$ cat config.mk
export PLATFORM = sky130hd
export DESIGN_NAME = vender_credit_fsm
export DESIGN_NICKNAME = d
export VERILOG_FILES = /design/src/rtl/vender_credit_fsm.sv
export SDC_FILE = /design/constraint.sdc
export NUM_CORES = 1
export LEC_CHECK = 0
export CORE_MARGIN = 1.5
export CORE_UTILIZATION = 50
export CTS_CLUSTER_DIAMETER = 100
export DETAILED_ROUTE_END_ITERATION = 6
export DONT_BUFFER_PORTS = 1
export GPL_TIMING_DRIVEN = 0
export HOLD_SLACK_MARGIN = 0.05
export SLEW_MARGIN = 20
export SYNTH_ARGS = -nofsm -noshare
export SYNTH_HDL_FRONTEND = slang
export SYNTH_SLANG_ARGS = --single-unit
$ cat constraint.sdc
create_clock -name clk -period 11.73 [get_ports clk]
set_clock_uncertainty 0.15 [all_clocks]
set_input_delay 0.5865 -clock clk [delete_from_list [all_inputs] [get_ports clk]]
set_output_delay 0.5865 -clock clk [all_outputs]
set_load 0.03 [all_outputs]
$ cat src/rtl/vender_credit_fsm.sv
// Coin-operated vend controller: accumulates credit from J/Y/Q coins, vends at PRICE, pays change/refunds in CHANGE_UNIT pulses.
// Latency: one edge from the completing coin to open; outputs are decoded from registers only.
// Backpressure: none; coins that cannot be credited are returned via a one-cycle coin_reject pulse.
module vender_credit_fsm #(
  parameter int CREDIT_W     = 8,
  parameter int COIN_J       = 5,
  parameter int COIN_Y       = 10,
  parameter int COIN_Q       = 25,
  parameter int PRICE        = 15,
  parameter int CHANGE_UNIT  = 5,
  parameter int MAX_CREDIT   = 40,
  parameter int VEND_TIMEOUT = 8
) (
  input  logic                clk,
  input  logic                reset,
  input  logic                J,
  input  logic                Y,
  input  logic                Q,
  input  logic                cancel,
  input  logic                taken,
  output logic                open,
  output logic                change_pulse,
  output logic                coin_reject,
  output logic [CREDIT_W-1:0] credit,
  output logic                busy
);

  // State encoding kept as plain constants so legacy tools can consume it.
  localparam logic [2:0] S_IDLE    = 3'd0;
  localparam logic [2:0] S_COLLECT = 3'd1;
  localparam logic [2:0] S_VEND    = 3'd2;
  localparam logic [2:0] S_CHANGE  = 3'd3;
  localparam logic [2:0] S_REFUND  = 3'd4;

  // One extra bit on the sum so credit+coin can never wrap before the limit compare.
  localparam int SUM_W = CREDIT_W + 1;

  localparam logic [SUM_W-1:0]    J_VAL    = SUM_W'(COIN_J);
  localparam logic [SUM_W-1:0]    Y_VAL    = SUM_W'(COIN_Y);
  localparam logic [SUM_W-1:0]    Q_VAL    = SUM_W'(COIN_Q);
  localparam logic [SUM_W-1:0]    PRICE_V  = SUM_W'(PRICE);
  localparam logic [SUM_W-1:0]    MAX_V    = SUM_W'(MAX_CREDIT);
  localparam logic [CREDIT_W-1:0] UNIT_V   = CREDIT_W'(CHANGE_UNIT);
  localparam logic [7:0]          TO_LAST  = 8'(VEND_TIMEOUT - 1);

  logic [2:0]          state;
  logic [2:0]          state_nxt;
  logic [CREDIT_W-1:0] credit_nxt;
  logic [7:0]          vend_cnt;
  logic [7:0]          vend_cnt_nxt;
  logic                reject_nxt;

  logic [1:0]          coin_cnt;
  logic                coin_any;
  logic [SUM_W-1:0]    coin_val;
  logic [SUM_W-1:0]    credit_sum;
  logic [SUM_W-1:0]    credit_new;
  logic                collecting;
  logic                coin_ok;

  // Coin decode: how many coins arrived this cycle and what a single coin is worth.
  always_comb begin
    coin_cnt = {1'b0, J} + {1'b0, Y} + {1'b0, Q};
    coin_any = J | Y | Q;
    coin_val = '0;
    if (J) begin
      coin_val = J_VAL;
    end else if (Y) begin
      coin_val = Y_VAL;
    end else if (Q) begin
      coin_val = Q_VAL;
    end
    credit_sum = {1'b0, credit} + coin_val;
    collecting = (state == S_IDLE) || (state == S_COLLECT);
    // A coin only counts when it is alone, not fighting a cancel, and fits under the ceiling.
    coin_ok    = collecting && (coin_cnt == 2'd1) && !cancel && (credit_sum <= MAX_V);
    credit_new = coin_ok ? credit_sum : {1'b0, credit};
    // Anything that arrived and was not credited goes back to the customer.
    reject_nxt = coin_any && !coin_ok;
  end

  // Next-state and datapath: collect, vend with door timeout, then pay out in units.
  always_comb begin
    state_nxt    = state;
    credit_nxt   = credit;
    vend_cnt_nxt = vend_cnt;
    case (state)
      S_IDLE, S_COLLECT: begin
        if ((state == S_COLLECT) && cancel) begin
          // Any coin seen alongside cancel was rejected, so refund exactly what was held.
          state_nxt = S_REFUND;
        end else if (credit_new >= PRICE_V) begin
          state_nxt    = S_VEND;
          credit_nxt   = CREDIT_W'(credit_new - PRICE_V);
          vend_cnt_nxt = '0;
        end else if (credit_new != '0) begin
          state_nxt  = S_COLLECT;
          credit_nxt = CREDIT_W'(credit_new);
        end else begin
          state_nxt  = S_IDLE;
          credit_nxt = '0;
        end
      end
      S_VEND: begin
        if (taken || (vend_cnt == TO_LAST)) begin
          vend_cnt_nxt = '0;
          state_nxt    = (credit != '0) ? S_CHANGE : S_IDLE;
        end else begin
          vend_cnt_nxt = vend_cnt + 8'd1;
        end
      end
      S_CHANGE, S_REFUND: begin
        // Last unit clears credit; the <= also guards against a non-multiple residue.
        if (credit <= UNIT_V) begin
          credit_nxt = '0;
          state_nxt  = S_IDLE;
        end else begin
          credit_nxt = credit - UNIT_V;
        end
      end
      default: begin
        state_nxt    = S_IDLE;
        credit_nxt   = '0;
        vend_cnt_nxt = '0;
      end
    endcase
  end

  // State, credit, door timer and reject flag registers; reset drops any owed change.
  always_ff @(posedge clk or posedge reset) begin
    if (reset) begin
      state       <= S_IDLE;
      credit      <= '0;
      vend_cnt    <= '0;
      coin_reject <= 1'b0;
    end else begin
      state       <= state_nxt;
      credit      <= credit_nxt;
      vend_cnt    <= vend_cnt_nxt;
      coin_reject <= reject_nxt;
    end
  end

  // Moore outputs decoded straight from the state register.
  always_comb begin
    open         = (state == S_VEND);
    change_pulse = (state == S_CHANGE) || (state == S_REFUND);
    busy         = open || change_pulse;
  end

endmodule
# --- After elaboration in Yosys (flattened, before gate mapping) ---
# Index checks and enable logic that the tools add are counted.
word_totals:
  out_inout_bits: 12
  memories: 0
  mem_bits_ro: 0
  ramBits: 0
  ff_bits: 20
  in_bits: 7
  latch_bits: 0
  elab_cells: 66
classes:
  n_mux: 20
  addsub: 6
  mul: 0
  bitwise_logic: 4
  n_reduce_logical: 19
  div_mod_pow: 0
  n_lt_le_gt_ge: 3
  eq_ne: 10
  n_shift: 0
ops:
  columns: ["cell", "n"]
  rows:
  - ["8-bit two-way mux", 7]
  - ["8-bit case mux with 3 select lines", 2]
  - ["5-bit two-way mux", 3]
  - ["8-bit by 9-bit adder with 9-bit output", 1]
  - ["9-bit by 4-bit >= comparator with 1-bit output, second input constant", 1]
  - ["9-bit by 6-bit less-or-equal comparator with 1-bit output, second input constant", 1]
  - ["3-bit two-way mux", 3]
  - ["9-bit two-way mux", 1]
  - ["3-bit case mux with 3 select lines", 1]
  - ["9-bit nonzero test", 1]
  - ["8-bit by 1-bit adder with 8-bit output, second input constant", 1]
  - ["8-bit by 3-bit == test with 1-bit output, second input constant", 1]
  - ["8-bit by 3-bit less-or-equal comparator with 1-bit output, second input constant", 1]
  - ["8-bit nonzero test", 1]
  - ["8-bit by 3-bit subtractor with 8-bit output, second input constant", 1]
  - ["8-bit by 4-bit subtractor with 8-bit output, second input constant", 1]
  - ["3-bit by 2-bit == test with 1-bit output, second input constant", 2]
  - ["2-bit != test, second input constant", 3]
  - ["1-bit logical AND", 5]
  - ["1-bit logical OR", 4]
  - ["2-bit two-way mux", 2]
  - ["2-bit AND reduction", 2]
  - ["2-bit OR reduction", 2]
  - ["3-bit by 1-bit == test with 1-bit output, second input constant", 1]
  - ["11 further kinds", 14]

# --- Logic depth before layout (Yosys ltp) ---
# Gate-level depths: netlist of the first run.
logic_depth:
  ltp_word: 12
  depth_mapped: 21
  depth_no_buf: 19

# --- Worst setup path after synthesis of the first run ---
# Ideal clock, no wire load.
synth_path:
  path_type: "in2reg"
  from: "input port Y"
  to: "register credit[1]"
  setup_ps: 126
  n_path_buf: 2
  arrival_time_ps: 4047
  cell_stages: 21
  required_ps: 11454
  slack_ps: 7407
  path_cell_list: "inv_1 -> nand2_1 -> nand2_1 -> ha_1 -> inv_1 -> fa_1 -> nor2b_1 -> o22ai_1 -> xnor2_1 -> o21bai_1 -> a22oi_4 -> buf_6 -> nand2_1 -> o21ai_0 -> ha_1 -> and3_1 -> clkbuf_2 -> or3_4 -> mux2i_4 -> nor2_2 -> a221o_1"
synth_between:
  elab_chain_len: 12
  word_cells_on_any_way: 18
  classes_between: "4 x add/sub; 2 x order compare; 1 x eq/ne; 7 x mux; 4 x reduce/logical"
synth_lines:
  columns: ["element", "line", "text"]
  rows:
  - ["from (decl)", "17", "input logic Y,"]
  - ["branches (longest 6 deep; another with 8-bit by 9-bit adder with 9-bit output)", null, null]
  - ["9-bit two-way mux *", "77", "credit_new = coin_ok ? credit_sum : {1'b0, credit};"]
  - ["branches (longest 2 deep; another with 8-bit by 4-bit subtractor with 8-bit output)", null, null]
  - ["8-bit two-way mux *", "92", "end else if (credit_new >= PRICE_V) begin"]
  - ["8-bit two-way mux *", "89", "if ((state == S_COLLECT) && cancel) begin"]
  - ["8-bit case mux with 3 select lines *", "87", "case (state)"]
  - ["to (signal assigned)", "138", "credit <= credit_nxt;"]
  - ["to (decl)", "24", "output logic [CREDIT_W-1:0] credit,"]
# Every way passes the cells marked *. The select of a mux whose other input is x is not followed.
# A chain may end at the register's enable or synchronous reset.

# --- Worst setup path in the final report of the first run ---
layout_path:
  from: "register credit[0]"
  to: "register credit[1]"
layout_between:
  elab_chain_len: 9
  word_cells_on_any_way: 14
  classes_between: "3 x add/sub; 3 x order compare; 6 x mux; 2 x reduce/logical"
layout_lines:
  columns: ["element", "line"]
  rows:
  - ["branches (longest 8 deep; another with 8-bit by 9-bit adder with 9-bit output)", null]
  - ["8-bit case mux with 3 select lines *", "87"]
# Marked as above.

==> results_dict.tcl, run 1 <==
set metrics [dict create \
    drive_above_1_share_pct 10.80 \
    instances_no_fill 298 \
    crit_fanout 10 \
    wl_per_cell_um 16.92 \
    fin_crit_ns 4.825 \
    crit_type "flip-flop to flip-flop" \
    fp.dieH_um 66.44 \
    synthFlopType "dfrtp_1" \
    drtAntennaViolNets 0 \
    cp-start-kind "flip-flop" \
    syn_to_final_growth_pct 5.037 \
    crit_chain "ha_1 -> inv_1 -> fa_1 -> nor2b_1 -> o22ai_1 -> xnor2_1 -> o21bai_1 -> a22oi_4 -> buf_6 -> nand2_1 -> o21ai_0 -> ha_1 -> and3_1 -> clkbuf_2 -> or3_4 -> mux2i_4 -> nor2_2 -> a221o_1" \
    cts_setup_buffers 0 \
    clock_path_buffers 2 \
    post-route-drc-count 0 \
    setup_violations 0 \
    core_area_um2 3771 \
    grt_first_pass_wirelength_um 8700 \
    hpwl_um 3896 \
    cts-root-buf "clkbuf_8" \
    cts_buffers 3 \
    io_pins 19 \
    rrSetupSlack_ns 6.90 \
    powerDensity_nw_per_um2 288.1 \
    end_kind "flip-flop" \
    die_width_um 66.44 \
    p_leak_nw 0.8955 \
    vias 1881 \
    start_util_pct 53.35 \
    rsz0062_at_grt "false" \
    synth_edf_count 0 \
    syn-cell-area_um2 2012 \
    synthArstFlopShare_pct 100.0 \
    cts.clk_slew.worst_paths_ns 0.07 \
    cts_hold_buf 0 \
    grt_pass1_vias 1809 \
    h-tree-depth 1 \
    worstPathBufferInverterCount 3 \
    crit_family "compound AO/OA/AOI/OAI gates" \
    track_usage_pct 25.71 \
    design.die.area_um2 4414 \
    ys_warn_count 0 \
    clock-sinks 20 \
    syn_inst 247 \
    rows 22 \
    ys_ff_latch 20 \
    fin_nets 272 \
    gp_congestion 0.8455 \
    avgSynthCellArea_um2 8.145 \
    multiInputGateArea_um2 1371 \
    r2r_end "credit[1]" \
    routed_wl_um 5043 \
    hold_viol_final 0 \
    holdCritPathClass "input port to asynchronous set/reset pin" \
    status "finished, final reports clean" \
    yosysUniqueCellTypes 62 \
    fmax_mhz 207.2 \
    cp.arrival_ns 4.81 \
    critical-path-slowest-cell "dfrtp_1" \
    p_total_mw 0.6089 \
    placedCellCount 295 \
    tightestPinTransition_ns 0.9596 \
    slew_headroom_pct 35.60 \
    irDropWorstVdd_uv 206.1 \
    r2r_start "credit[0]" \
    crit_path_max_incr_delay_ns 0.67 \
    ys_seq_area_share_pct 24.88 \
    cts-resized-gates 0 \
    drtPass1Iterations 4 \
    reg2reg_depth 18 \
    numPortBuffers 0 \
    critPathRequiredTime_ns 11.72 \
    slew_viol_final 0 \
    dr.first_iter.drc_count 163 \
    clkLatencyLatePin_ns 0.25 \
    syn_nets 267 \
    fillers 358 \
    gr-total-overflow 0 \
    tns_ns 0 \
    maxCapViolCount 0 \
    cts_tree "built" \
    finalCritPeriodShare_pct 41.14 \
    post_drt_via_cell_ratio 6.312 \
    diodes 0 \
    grt_max_degree 21 \
    crit_top_cell "ha_1" \
    regArea_um2 500.5 \
    antenna_found_initial 0 \
]
## kinds of logic (layout without fill, tap and decap cells)
kind of cell / count (synthesis) / in the layout / share of synthesized area [%]
flip-flops: 20 / 20 / 24.88
multiplexers: 6 / 6 / 3.731
AO/OA/AOI/OAI: 77 / 77 / 27.86
adder cells (fa/ha/maj): 13 / 13 / 8.831
buffers and inverters: 31 / 34 / 6.964
XOR/XNOR: 11 / 11 / 4.789
AND/OR/NAND/NOR: 89 / 89 / 22.95
## cells in the final DEF, fill, tap and decap left out, drive strengths merged, types with 7 or more instances in the layout
| cell type | n |
|---|---|
| a21oi | 21 |
| buf | 8 |
| clkbuf | 8 |
| dfrtp | 20 |
| ha | 11 |
| inv | 18 |
| nand2 | 23 |
| nand3 | 7 |
| nor2 | 20 |
| nor3 | 11 |
| o21ai | 14 |
| xnor2 | 8 |
## cell usage after synthesis (3+ instances only)
cell type | instances | area share, %
nand2_1 | 23 | 4.3
dfrtp_1 | 20 | 25
a21oi_1 | 19 | 4.7
inv_1 | 18 | 3.4
nor2_1 | 18 | 3.4
o21ai_0 | 13 | 3.2
ha_1 | 11 | 6.8
nor3_1 | 11 | 2.7
xnor2_1 | 8 | 3.5
nand3_1 | 6 | 1.5
a221o_1 | 5 | 2.5
a31oi_1 | 5 | 1.6
clkbuf_1 | 4 | 0.75
nand2b_1 | 4 | 1.2
o21a_1 | 4 | 1.5
buf_2 | 3 | 0.75
mux2i_1 | 3 | 1.5
nand3b_1 | 3 | 1.1
nand4_1 | 3 | 0.93
o2111ai_1 | 3 | 1.3
o31a_1 | 3 | 1.3
or4_1 | 3 | 1.1
xor2_1 | 3 | 1.3
## layer usage
metal	routed length, µm	global-route usage, %	vias up
met1	2433	38.37	917
met2	2290	39.88	49
li1	-	-	913
met3	290	4.259	2
met4	28	3.061	0
met5	0	0	-
## stage by stage
step	hold slack, ns	instance area [µm²]	utilization (%)	setup WS [ns]
floorplan	0.2923	2012	-	7.407
global placement	0.3217	2072	54.94	6.934
detailed placement	0.3415	2072	54.94	6.892
CTS	0.2362	2113	56.04	6.923
global route	0.2773	2113	56.04	6.559
finish	0.1976	2113	56.04	6.905
## report_power, final
group	internal, mW	leakage (nW)	switching (mW)
logic	0.165	0.611	0.262
clock network	0.0228	0.0216	0.0210
registers	0.0894	0.263	0.0478
total	0.278	0.895	0.331
## registers in the layout, indices dropped and copies added (netlist names)
| signal | flops |
|---|---|
| credit | 8 |
| coin_reject | 1 |
| vend_cnt | 8 |
| state | 3 |
## layout make-up
cell class	instances	area share, %
multi-input cells	196	64.89
clock buffers	3	1.954
plain buffers	13	3.434
flip-flops and latches	20	23.68
inverters	18	3.197
well taps	48	2.842
## worst max path at each step
| stage | cells past startpoint | end | startpoint |
|---|---|---|---|
| final | 18 | credit[1] | credit[0] |
| after global routing | 17 | credit[1] | credit[1] |
| after CTS | 18 | credit[1] | credit[0] |
| after detailed placement | 21 | credit[1] | Y |
| after global placement | 21 | credit[1] | Y |
| after floorplan | 21 | credit[1] | Y |
No activity file was read; power rests on OpenSTA's default activity.
==> run 2, diff against run 1 <==
Settings changed: ABC_AREA set to 1, PLACE_DENSITY set to 0.68.
Clock period 11.73 ns to 4.3 ns, I/O delays scaled along.
==> run 2 against run 1 <==
Critical path depth rose by 4. Clock power increased to 4.3 times the previous value. Count of clock-buffer cells in the layout unchanged. Register-to-register slack worse by 6.4 ns. Sequential power grew to 2.8 times the previous value. Critical endpoint is now vend_cnt[0]. Largest cell class unchanged. Worst setup slack lost 6.4 ns.
==> results_dict.tcl, run 2 <==
set metrics [dict create \
    cts-resized-gates 0 \
    cp-start-kind "flip-flop" \
    cts_buffers 3 \
    synth_edf_count 0 \
    synth_top_area_share_pct 23.34 \
    grt_max_degree 21 \
    use_met1_pct 30.36 \
    p_leak_nw 1.255 \
    grt_pass1_vias 1844 \
    placedCellCount 379 \
    tightestPinTransition_ns 0.7720 \
    utilization_pct 56.71 \
    routed_wl_um 4931 \
    avgSynthCellArea_um2 6.518 \
    design.die.area_um2 4691 \
    slew_headroom_pct 48.47 \
    clkLatencyLatePin_ns 0.26 \
    yosysTopAreaCell "dfrtp_1" \
    fin_crit_ns 3.758 \
    busiest_layer "met2" \
    critPathRequiredTime_ns 4.35 \
    ys_top_cells_by_count "nand2_1 (104), inv_1 (42), nand3_1 (36), nor2_1 (21), dfrtp_1 (20)" \
    irDropWorstVdd_uv 266.3 \
    final_common_cell "nand2_1" \
    syn_nets 349 \
    switching_share_pct 57.17 \
    wl_per_cell_um 12.81 \
    fp.dieH_um 68.49 \
    tns_ns 0 \
    placed_cell_area_um2 2207 \
    fmax_mhz 266.1 \
    ys_seq_area_share_pct 23.34 \
    crit_type "flip-flop to flip-flop" \
    clock_path_buffers 2 \
    yosysUniqueCellTypes 37 \
    synth.area.top_cells "dfrtp_1 (23%), nand2_1 (18%), nand3_1 (8.4%)" \
    gr-total-overflow 0 \
    h-tree-depth 1 \
    yosysMostFrequentCell "nand2_1" \
    gp_congestion 0.8984 \
    ys_ff_latch 20 \
    synthFlopType "dfrtp_1" \
    grtUsageMet2_pct 40.14 \
    post-route-drc-count 0 \
    hpwl_um 3944 \
    clock_power_share_pct 11.2 \
    holdWs_ns 0.06699 \
    intPower_mw 0.7256 \
    hold_viol_final 0 \
    postLayoutCellArea_um2 2301 \
    powerDensity_nw_per_um2 736.3 \
    slew_viol_final 0 \
    rsz0062_at_grt "false" \
    instances_no_fill 385 \
    cts-root-buf "clkbuf_8" \
    drtPass1Iterations 5 \
    p_switching_mw 0.9686 \
    seqPwrFrac_pct 23.0 \
    syn_to_final_growth_pct 7.293 \
    grt_use_met3_pct 3.734 \
    ys_warn_count 0 \
    fin_nets 356 \
    vias 2029 \
    diodes 0 \
    post_drt_via_cell_ratio 5.270 \
    synthArstFlopShare_pct 100.0 \
    die_width_um 68.49 \
    end_kind "flip-flop" \
    reg_top3 "credit (8), vend_cnt (8), state (3)" \
    cts_tree "built" \
    setup_violations 0 \
    syn-cell-area_um2 2145 \
    crit_fanout 10 \
    core_area_um2 4058 \
    finalCritPeriodShare_pct 87.39 \
    drive_above_1_share_pct 13.73 \
    grt_first_pass_wirelength_um 8487 \
    antenna_found_initial 0 \
    track_usage_pct 23.72 \
    io_pins 19 \
    rows 23 \
    drtAntennaViolNets 0 \
    final_cell_mix "nand2_1 (104), inv_1 (42), nand3_1 (36), nor2_1 (20), dfrtp_1 (20)" \
    start_util_pct 52.85 \
    maxCapViolCount 0 \
    cp.arrival_ns 3.81 \
    p_comb_share_pct 65.8 \
    syn_inst 329 \
    dr.first_iter.drc_count 85 \
    status "finished, final reports clean" \
    cts.clk_slew.worst_paths_ns 0.08 \
    clock-sinks 20 \
    holdCritPathClass "input port to flip-flop" \
    numPortBuffers 0 \
]
## run 2: cell types whose count changed in the layout (fill, tap and decap cells not counted), moves of 5 or more
cell and change:
nand2_1 +81, nand3_1 +30, inv_1 +24, a21oi_1 -14
nand2_2 +13, nor3_1 -7, xnor2_1 -6, a221o_1 -5
inv_2 +5, nand3_2 +5
## run 2: layout make-up
class / count / area, µm²
fillers: 426 / 1757
multi-input cells: 258 / 1444
flip-flops and latches: 20 / 500.5
inverters: 48 / 180.2
well taps: 50 / 62.56
clock buffers: 3 / 41.29
clock inverters: 1 / 30.03
plain buffers: 3 / 22.52
repair buffers: 2 / 20.02
## run 2: cells by family (layout without fill, tap and decap cells)
family,count (synthesis),in the layout,synth area share [%]
compound gates,29,29,8.460
xor+xnor,9,9,3.676
fa+ha+maj,13,13,8.285
buf+inv,51,57,9.451
flops,20,20,23.34
simple gates,207,207,46.79
## run 2: metal layers
metal | up-vias | share of wire [%] | wire, µm
met5 | - | 0 | 0
met4 | 0 | 2.0 | 100
met3 | 10 | 4.9 | 241
met2 | 49 | 47 | 2329
met1 | 899 | 46 | 2260
li1 | 1071 | - | -
## run 2: power by group through the flow
| stage | registers (mW) | clock network, mW | logic (mW) |
|---|---|---|---|
| 6_report | 0.390 | 0.189 | 1.12 |
| 5_1_grt | 0.401 | 0.203 | 1.28 |
| 4_1_cts | 0.389 | 0.192 | 1.12 |
| 3_5_place_dp | 0.392 | 0 | 1.11 |
| 3_3_place_gp | 0.394 | 0 | 1.10 |
| 2_1_floorplan | 0.364 | 0 | 0.913 |
## run 2: timing repair
action / CTS / global route
endpoints found under the setup margin: 0 / 0
hold buffers: 2 / 0
setup buffers: 0 / 0
hold endpoints to repair: 21 / 0
## run 2: per-stage QoR
| stage | total power [mW] | worst slack [ns] |
|---|---|---|
| 6_report | 1.694 | 0.5421 |
| 5_1_grt | 1.888 | 0.2106 |
| 4_1_cts | 1.701 | 0.5097 |
| 3_5_place_dp | 1.505 | 0.5394 |
| 3_3_place_gp | 1.490 | 0.5731 |
| 2_1_floorplan | 1.277 | 0.9821 |
## run 2: final timing paths
path	startpoint	end	slack, ns	depth (start not counted)
max	credit[0]	vend_cnt[0]	0.54	22
min	Y	coin_reject	0.07	2
max reg2reg	credit[0]	vend_cnt[0]	0.54	22
min reg2reg	vend_cnt[1]	vend_cnt[1]	0.36	2
max in group asynchronous	reset	vend_cnt[1]	3.14	2
min in group asynchronous	reset	vend_cnt[7]	0.38	2
## run 2: worst max-delay path: stages (launching register included)
cell	delay (ns)
dfrtp_1	0.67
ha_1	0.29
inv_1	0.07
fa_1	0.39
inv_1	0.08
nand2_1	0.08
nand2_2	0.09
nand3_2	0.06
nand2_2	0.09
nand2_1	0.09
nand2_4	0.11
nand3_2	0.10
buf_6	0.16
nand2_1	0.07
nand2_2	0.09
ha_1	0.24
nand3_1	0.10
nor2_1	0.05
nor2_2	0.13
nand3_4	0.15
o211ai_4	0.29
nand2_1	0.09
nand2_1	0.06
==> run 3, diff against run 2 <==
Settings changed: ABC_AREA 1 to not set.
==> run 3 against run 2 <==
Combinational power is 13% higher. Critical path depth decreased by 6. Flip-flop and latch count stayed put. Design area increased by 0.54%. Worst setup slack got worse by 0.41 ns. Critical path type unchanged. Largest cell class unchanged. Highest routed layer unchanged.
==> results_dict.tcl, run 3 (synthesis results as in run 1) <==
set metrics [dict create \
    r2r_end "credit[1]" \
    crit_type "flip-flop to flip-flop" \
    track_usage_pct 25.64 \
    powerDensity_nw_per_um2 792.8 \
    tns_ns 0 \
    tightestPinTransition_ns 0.9823 \
    rrSetupSlack_ns 0.13 \
    syn_to_final_growth_pct 14.99 \
    status "finished, final reports clean" \
    maxCapViolCount 0 \
    crit_path_max_incr_delay_ns 0.56 \
    cts_tree "built" \
    setup_violations 0 \
    grt_max_degree 21 \
    final_cell_mix "nand2_1 (23), nor2_1 (18), a21oi_1 (18), inv_1 (17), dfrtp_1 (17)" \
    utilization_pct 61.35 \
    placedCellCount 295 \
    grt_first_pass_wirelength_um 8680 \
    clkLatencyLatePin_ns 0.27 \
    antenna_found_initial 0 \
    crit_family "compound AO/OA/AOI/OAI gates" \
    drtAntennaViolNets 0 \
    clock_path_buffers 2 \
    slew_viol_final 0 \
    clock-sinks 20 \
    timing.hold.worst.start "cancel" \
    fp.dieH_um 66.44 \
    irDropWorstVdd_uv 468.4 \
    slew_headroom_pct 34.07 \
    rsz0062_at_grt "false" \
    die_width_um 66.44 \
    holdCritPathClass "input port to flip-flop" \
    post_drt_via_cell_ratio 6.237 \
    fmax_mhz 240.0 \
    cp-start-kind "flip-flop" \
    dp_slack_ns -0.4916 \
    cp.arrival_ns 4.16 \
    r2r_start "credit[0]" \
    grt_pass1_vias 1782 \
    fin_nets 281 \
    fin_ws_ns 0.1342 \
    cts_buffers 3 \
    fin_crit_ns 4.166 \
    p_leak_nw 0.9845 \
    finalCritPeriodShare_pct 96.88 \
    gp_congestion 0.8502 \
    design.die.area_um2 4414 \
    vias 1921 \
    dr.first_iter.drc_count 155 \
    instances_no_fill 308 \
    hold_path_depth 3 \
    drtPass1Iterations 4 \
    fillers 329 \
    numPortBuffers 0 \
    end_kind "flip-flop" \
    worstPathBufferInverterCount 2 \
    h-tree-depth 1 \
    critical-path-slowest-cell "dfrtp_2" \
    hold_end "state[2]" \
    crit_chain "ha_4 -> inv_1 -> fa_2 -> nor2b_4 -> o22ai_2 -> xnor2_2 -> o21bai_2 -> a22oi_4 -> buf_6 -> o21ai_2 -> ha_2 -> and3_1 -> or3_4 -> mux2i_4 -> nor2_4 -> a221o_1" \
    routed_wl_um 5254 \
    final_common_cell "nand2_1" \
    critPathRequiredTime_ns 4.29 \
    cts.clk_slew.worst_paths_ns 0.07 \
    cts-root-buf "clkbuf_8" \
    io_pins 19 \
    diodes 0 \
    reg2reg_depth 16 \
    hold_viol_final 0 \
    crit_fanout 8 \
    holdWs_ns 0.09356 \
    reg_top3 "credit (8), vend_cnt (8), state (3)" \
    post-route-drc-count 0 \
    hpwl_um 3787 \
    start_util_pct 53.35 \
    wl_per_cell_um 17.06 \
    drive_above_1_share_pct 19.23 \
    core_area_um2 3771 \
    gr-total-overflow 0 \
    rows 22 \
]
run 3: changes by cell type in the layout (fill, tap and decap cells not counted), moves of 6 or more:
cell	change
a21oi_1	+13
inv_1	-25
nand2_1	-81
nand2_2	-13
nand3_1	-31
nor3_1	+6
run 3: worst min-delay path, cell delays in order:
cell and delay, ns:
nand2_1 0.08, or2_2 0.11, a21oi_1 0.06
run 3: area by class of cell:
type / count / area [µm²] / share of cell area, %
timing repair buffer: 10 / 82.58 / 3.569
clock inverter: 1 / 30.03 / 1.298
buffer: 12 / 67.56 / 2.920
multi-input combinational: 196 / 1460 / 63.12
inverter: 18 / 67.56 / 2.920
tap: 48 / 60.06 / 2.596
clock buffer: 3 / 41.29 / 1.785
sequential: 20 / 504.2 / 21.80
run 3: repair_timing:
action	in CTS	in global routing
buffers inserted	2	4
endpoints found under the hold margin	21	0
pin swaps	3	4
hold buffers	4	0
gates resized for setup	10	13
endpoints found under the setup margin	17	17
run 3: how the worst max path moves through the flow:
stage	startpoint	to	slack (ns)	cells past startpoint
3_5_place_dp	credit[0]	credit[1]	-0.49	18
3_3_place_gp	credit[1]	credit[1]	-0.43	17
4_1_cts	credit[0]	credit[1]	0.07	17
2_1_floorplan	credit[0]	credit[1]	0.07	18
5_1_grt	credit[0]	credit[1]	0.008	16
6_report	credit[0]	credit[1]	0.13	16
run 3: report_power, final:
part / leakage, nW / internal [mW] / total (mW) / switching [mW]
Clock: 0.0357 / 0.124 / 0.193 / 0.0690
Combinational: 0.690 / 0.510 / 1.26 / 0.749
Sequential: 0.259 / 0.246 / 0.381 / 0.135
Total: 0.985 / 0.880 / 1.83 / 0.954
run 3: routing by layer:
layer	part of all wire [%]	track usage [%]
met5	0	0
met4	1.1	3.316
met3	6.5	4.940
met2	46	41.13
met1	46	36.56
run 3: stage by stage:
stage	area [µm²]	power, mW
floorplan	2012	1.288
detailed placement	2072	1.518
CTS	2233	1.759
global placement	2072	1.504
finish	2313	1.834
global route	2313	1.977
